### src/rtl/mux_4_1_rr.sv
// Four-lane round-robin collector onto one registered output lane.
// Each word is tagged with its source channel on dout_sel.
module mux_4_1_rr #(
  parameter int DATA_W = 1
) (
  input  logic              clk,
  input  logic              rst_n,
  input  logic [DATA_W-1:0] din0,
  input  logic [DATA_W-1:0] din1,
  input  logic [DATA_W-1:0] din2,
  input  logic [DATA_W-1:0] din3,
  input  logic              vld0,
  input  logic              vld1,
  input  logic              vld2,
  input  logic              vld3,
  output logic              rdy0,
  output logic              rdy1,
  output logic              rdy2,
  output logic              rdy3,
  output logic [DATA_W-1:0] dout,
  output logic [1:0]        dout_sel,
  output logic              dout_vld,
  input  logic              dout_rdy
);

  logic [DATA_W-1:0] dout_q, dout_d;
  logic [1:0]        sel_q, sel_d;
  logic              vld_q, vld_d;
  logic [1:0]        ptr_q, ptr_d;

  logic [3:0]        vld_v;
  logic [3:0]        rdy_v;
  logic [1:0]        gnt;
  logic              gnt_ok;
  logic              can_load;
  logic              load;
  logic [DATA_W-1:0] din_g;

  assign vld_v = {vld3, vld2, vld1, vld0};

  always_comb begin
    logic [1:0] idx;
    gnt    = ptr_q;
    gnt_ok = 1'b0;
    idx    = '0;
    for (int k = 0; k < 4; k++) begin
      idx = ptr_q + 2'(k);
      if (!gnt_ok && vld_v[idx]) begin
        gnt_ok = 1'b1;
        gnt    = idx;
      end
    end
  end

  // rst_n gates ready so no producer sees a transfer while held in reset
  assign can_load = rst_n & (~vld_q | dout_rdy);
  assign load     = can_load & gnt_ok;

  always_comb begin
    rdy_v = '0;
    if (load) rdy_v[gnt] = 1'b1;
  end

  assign {rdy3, rdy2, rdy1, rdy0} = rdy_v;

  always_comb begin
    din_g = din0;
    unique case (gnt)
      2'd0: din_g = din0;
      2'd1: din_g = din1;
      2'd2: din_g = din2;
      2'd3: din_g = din3;
    endcase
  end

  always_comb begin
    dout_d = dout_q;
    sel_d  = sel_q;
    vld_d  = vld_q;
    ptr_d  = ptr_q;
    if (load) begin
      dout_d = din_g;
      sel_d  = gnt;
      vld_d  = 1'b1;
      ptr_d  = gnt + 2'd1;
    end else if (vld_q && dout_rdy) begin
      vld_d  = 1'b0;
    end
  end

  always_ff @(posedge clk or negedge rst_n) begin
    if (!rst_n) begin
      dout_q <= '0;
      sel_q  <= '0;
      vld_q  <= 1'b0;
      ptr_q  <= '0;
    end else begin
      dout_q <= dout_d;
      sel_q  <= sel_d;
      vld_q  <= vld_d;
      ptr_q  <= ptr_d;
    end
  end

  assign dout     = dout_q;
  assign dout_sel = sel_q;
  assign dout_vld = vld_q;

endmodule
### config.mk
export PLATFORM = sky130hd
export DESIGN_NAME = mux_4_1_rr
export DESIGN_NICKNAME = d
export VERILOG_FILES = /design/src/rtl/mux_4_1_rr.sv
export SDC_FILE = /design/constraint.sdc
export NUM_CORES = 1
export LEC_CHECK = 0
export ABC_AREA = 0
export CAP_MARGIN = 20
export CORE_AREA = 2 2 39 41
export CTS_CLUSTER_DIAMETER = 100
export DETAILED_ROUTE_END_ITERATION = 8
export DIE_AREA = 0 0 41 43
export HOLD_SLACK_MARGIN = 0.05
export PLACE_DENSITY = 0.7
export SLEW_MARGIN = 20
export SYNTH_ARGS = -nofsm -noshare
export SYNTH_HDL_FRONTEND = slang
export SYNTH_SLANG_ARGS = --single-unit
### constraint.sdc
create_clock -name clk -period 2.4 [get_ports clk]
set_input_delay 0.6 -clock clk [delete_from_list [all_inputs] [get_ports clk]]
set_output_delay 0.6 -clock clk [all_outputs]
set_load 0.01 [all_outputs]
Yosys cells after proc, flatten, opt, wreduce, memory -nomap -nowiden
Index checks and enable logic that the tools add are counted.
{"block": "word_totals", "reg_bits": 6, "inputBits": 11, "out_inout_bits": 8, "word_cells": 52}
{"block": "op_classes", "add_sub_neg": 4, "n_lt_le_gt_ge": 6, "n_eq_ne": 3, "mux": 21, "bitwise_logic": 4, "reduce_logical": 10}
{"operator": "2-bit by 3-bit less-than comparator with 1-bit output (second input constant)", "count": 5}
{"operator": "1-bit 2-to-1 mux", "count": 11}
{"operator": "1-bit binary-select mux with 2-bit select", "count": 4}
{"operator": "2-bit 2-to-1 mux", "count": 3}
{"operator": "1-bit logical AND", "count": 5}
{"operator": "2-bit by 1-bit adder with 2-bit output (second input constant)", "count": 2}
{"operator": "2-bit adder (second input constant)", "count": 2}
{"operator": "2-bit == test (second input constant)", "count": 2}
{"operator": "4-bit 2-to-1 mux", "count": 1}
{"operator": "1-bit one-hot mux with 4 select lines", "count": 1}
{"operator": "1-bit zero test", "count": 3}
{"operator": "1-bit bitwise AND", "count": 2}
{"operator": "1-bit demux with 2-bit select", "count": 1}
{"operator": "2-bit by 1-bit == test with 1-bit output (second input constant)", "count": 1}
{"operator": "2-bit by 1-bit >= comparator with 1-bit output (second input constant)", "count": 1}
{"operator": "2-bit zero test", "count": 1}
{"operator": "2-bit nonzero test", "count": 1}
{"operator": "1-bit inverter", "count": 1}
{"operator": "1-bit OR", "count": 1}

Depth between registers and ports, before layout
{"block": "depth", "depth_word": 17, "depth_mapped": 7, "mapped_depth_nobuf": 7}

Worst setup path after synthesis
OpenSTA, ideal clock, no wires.
{"block": "synth_timing", "path_kind": "input -> output", "startpoint": "input vld0", "endpoint": "output rdy1", "arrival_time_ns": 1.692, "required_ns": 1.800, "slack_ns": 0.108, "path_stages": 5, "path_buffers": 0, "cell_sequence": "nor2b_1 > a2111o_1 > and2_1 > ha_1 > and3_1"}
{"block": "synth_between", "elab_chain_len": 17, "elab_cells_between_ends": 28, "classes_between": "order compare (2); mux (18); bitwise (1); reduce/logical (7)"}
{"element": "start: declaration", "line": "12", "text": "input logic vld0,"}
{"element": "1-bit binary-select mux with 2-bit select", "line": "48", "text": "if (!gnt_ok && vld_v[idx]) begin"}
{"element": "1-bit 2-to-1 mux (not written as such)", "line": "48"}
{"element": "1-bit 2-to-1 mux", "line": "48"}
{"element": "1-bit zero test", "line": "48"}
{"element": "1-bit logical AND", "line": "48"}
{"element": "1-bit 2-to-1 mux", "line": "48"}
{"element": "1-bit zero test", "line": "48"}
{"element": "1-bit logical AND", "line": "48"}
{"element": "1-bit 2-to-1 mux", "line": "48"}
{"element": "1-bit zero test", "line": "48"}
{"element": "1-bit logical AND", "line": "48"}
{"element": "2-bit 2-to-1 mux", "line": "48"}
{"element": "2-bit by 3-bit less-than comparator with 1-bit output (not written as such) / 2-bit by 1-bit >= comparator with 1-bit output (equally long branches)", "line": "61", "text": "if (load) rdy_v[gnt] = 1'b1;"}
{"element": "1-bit logical AND (not written as such)", "line": "61"}
{"element": "1-bit 2-to-1 mux (not written as such)", "line": "61"}
{"element": "1-bit demux with 2-bit select", "line": "61"}
{"element": "4-bit 2-to-1 mux (*)", "line": "61"}
{"element": "end: declaration", "line": "17", "text": "output logic rdy1,"}
Every way passes the cells marked *; elsewhere a longest branch is shown, timed or not. The select of a mux whose other input is x is not followed.

Worst setup path after layout
Ends and elaborated chain as after synthesis.

==> results.py <==
metrics = {
    "route": {
        "vias": 518,
        "post_drt_wl_per_cell_um": 15.7,
        "postRouteAntennaNets": 0,
        "wl_um": 1540,
        "drt_iter0_markers": 13,
        "dr.pass1.iters": 4,
        "drc_errors": 0,
        "via_per_inst": 5.29,
    },
    "critical_path": {
        "crit_type": "primary input to primary output",
        "arrival_ns": 1.87,
        "reg2reg_depth": 7,
        "crit_top_cell": "buf_6",
        "endpoint_kind": "primary output",
        "start_kind": "primary input",
        "r2r-end": "dout$_DFFE_PN0P_",
        "critPathMaxStageDelay_ns": 0.43,
        "critPathMaxFanout": 4,
        "r2r-start": "ptr_q[1]$_DFFE_PN0P_",
        "required_ns": 1.80,
        "r2r_setup_slack_ns": 0.19,
        "crit_slowest_cell": "a2111o_1",
        "crit_chain": "buf_6, nor2b_4, a2111o_1, and2_4, ha_4, and3_4, buf_6",
    },
    "timing": {
        "fmax_mhz": 405,
        "finalHoldViolCount": 0,
        "finalSetupViolCount": 3,
        "rsz0062_at_grt": "yes",
        "tightest_slew_ns": 0.326,
        "fin_crit_sh_pct": 103,
        "layout_min_cycle_time_ns": 2.47,
        "maxSlewViolCount": 0,
        "fin_skew_ns": 0.00375,
        "worst_slack_ns": -0.0665,
        "max_slew_margin_pct": 78.3,
    },
    "clocking": {
        "numCtsBuffers": 3,
        "clk_latency_ns": 0.24,
        "cts_tree": "yes",
        "cts_root_buffer": "clkbuf_4",
        "ctsHoldBuffers": 0,
        "htree_levels": 1,
        "clock_path_buffers": 2,
        "clk_pin_slew_worst_paths_ns": 0.04,
        "clock_sinks": 6,
    },
    "placed_design": {
        "place_inst": 91,
        "dp_slack_ns": -0.881,
        "port-buffer-count": 18,
        "gp_congestion": 0.753,
        "post_dp_cell_area_um2": 746,
        "hpwlAfterDp_um": 984,
    },
    "status": {
        "violations": "setup timing",
        "status": "finished, violations left",
    },
    "floorplanning": {
        "core_mm2": 0.00138,
        "dieArea_mm2": 0.00176,
        "die_x_um": 41,
        "initial_utilization_pct": 34.8,
        "fp-row-count": 14,
        "die_h_um": 43,
        "pin_count": 19,
    },
    "yosys": {
        "netlist_area_um2": 482,
        "yosys_most_used_dff": "dfrtp_1",
        "synthDistinctLibCells": 26,
        "netlist_instances": 48,
        "synthArstFlopShare_pct": 100,
        "synth_nets": 64,
        "synth_edf_count": 0,
        "synth_compound_area_share_pct": 23.9,
        "ys_ff_latch": 6,
        "synth_mux_area_share_pct": 8.31,
        "ys_seq_area_share_pct": 31.2,
        "synth_top_family_by_area": "compound AO/OA/AOI/OAI gates",
        "postSynthAreaPerCell_um2": 10.0,
        "yosys_warnings": 0,
        "yosys.area_share.simple_pct": 19.7,
        "synth_xor_area_share_pct": 0,
        "synth_adder_area_share_pct": 13.0,
    },
    "pwr": {
        "power.total_uw": 715,
        "power_leakage_nw": 0.402,
        "powerDensity_mw_per_mm2": 825,
        "ir_worst_vdd_v": 0.000433,
    },
    "layout": {
        "design_area_um2": 867,
        "multi_input_area_um2": 403,
        "layout-drive-gt1-share_pct": 50.0,
        "diodes": 0,
        "mostFrequentLayoutCell": "buf_4",
        "n_fill_cell": 119,
        "seq_area_um2": 150,
        "area_delta_synth_final_pct": 80.0,
        "final_cell_mix": "14 x buf_4, 10 x clkdlybuf4s50_1, 6 x dfrtp_1",
        "final_cells": 98,
        "nets": 100,
    },
    "global_routing": {
        "grt_pass1_wl_um": 2350,
        "grt_usage_pct": 20.1,
        "grt_pass1_vias": 530,
        "grt_max_degree": 8,
        "antenna_found_initial": 0,
        "globalRouteOverflowTotal": 0,
    },
    "min_path": {
        "hold_end": "dout$_DFFE_PN0P_",
        "timing.hold.worst_path_depth": 1,
        "min_from": "dout$_DFFE_PN0P_",
        "worstHoldPathType": "register to register",
    },
    "job": {
        "drv_cap": 0,
    },
}
-- repair_timing --
item	4_1_cts	5_1_grt
pin swaps	9	3
buffers inserted	3	1
resized for setup	49	6
cloned	0	0
endpoints found under the setup margin	5	4
-- worst max-delay path by stage --
stage	to	depth (start not counted)	start
finish	rdy1	7	vld0
global route	rdy1	7	vld0
CTS	rdy0	7	vld0
detailed placement	rdy0	7	vld3
global placement	rdy0	7	vld0
floorplan	rdy1	5	vld0
-- kinds of logic (layout without fill, tap and decap cells) --
group	after synthesis	after routing
adders and majority gates	5	5
AOI/OAI and AO/OA	15	15
and+or+nand+nor	16	16
DFF	6	6
buffers and inverters	3	37
muxes	3	3
-- registers in the layout, indices dropped and copies added (netlist names) --
| name | flops |
|---|---|
| dout_sel | 2 |
| ptr_q | 2 |
| dout | 1 |
| dout_vld | 1 |
-- critical path: cells and delay by family --
kind                     cells  cell delay [ns]
AND/OR/NAND/NOR              3             0.47
AO/OA/AOI/OAI                1             0.43
buffers and inverters        2             0.21
adder cells (fa/ha/maj)      1             0.16
-- Yosys cell counts (2+ instances only) --
cell	number	area, um2
ha_1	5	62.6
and3_1	5	31.3
a21boi_0	2	15.0
o21ai_0	2	10.0
inv_1	2	7.51
dfrtp_1	6	150
nor2b_1	4	25.0
a21oi_1	2	10.0
o21bai_1	2	15.0
mux2_4	2	30.0
-- area by class of cell --
type,instances,share of cell area [%]
multi-input cells,39,46.5
repair buffers,32,30.4
flip-flops and latches,6,17.3
clock buffers,3,2.60
well taps,16,2.31
inverters,2,0.866
-- metal layers --
layer / part of all wire (%) / global-route usage [%] / up-vias
li1: - / - / 250
met1: 40 / 22.5 / 248
met2: 56 / 35.9 / 20
met3: 4.2 / 1.57 / 0
met4: 0 / 8.00 / 0
met5: 0 / 0 / -
-- where the power goes --
part / leakage, nW / total (mW) / switching [mW] / internal [mW]
registers: 0.0693 / 0.170 / 0.0338 / 0.137
logic: 0.319 / 0.451 / 0.190 / 0.261
clock network: 0.0138 / 0.0939 / 0.0373 / 0.0566
total: 0.402 / 0.715 / 0.261 / 0.454
-- per-stage QoR --
step / util (%) / setup TNS [ns] / hold WS (ns)
after floorplan: - / 0 / 0.304
after global placement: 53.9 / -3.73 / 0.495
after detailed placement: 53.9 / -3.80 / 0.493
after CTS: 60.4 / -0.0635 / 0.520
after global routing: 62.7 / -0.301 / 0.532
final: 62.7 / -0.133 / 0.518
No activity file was read; power rests on OpenSTA's default activity.
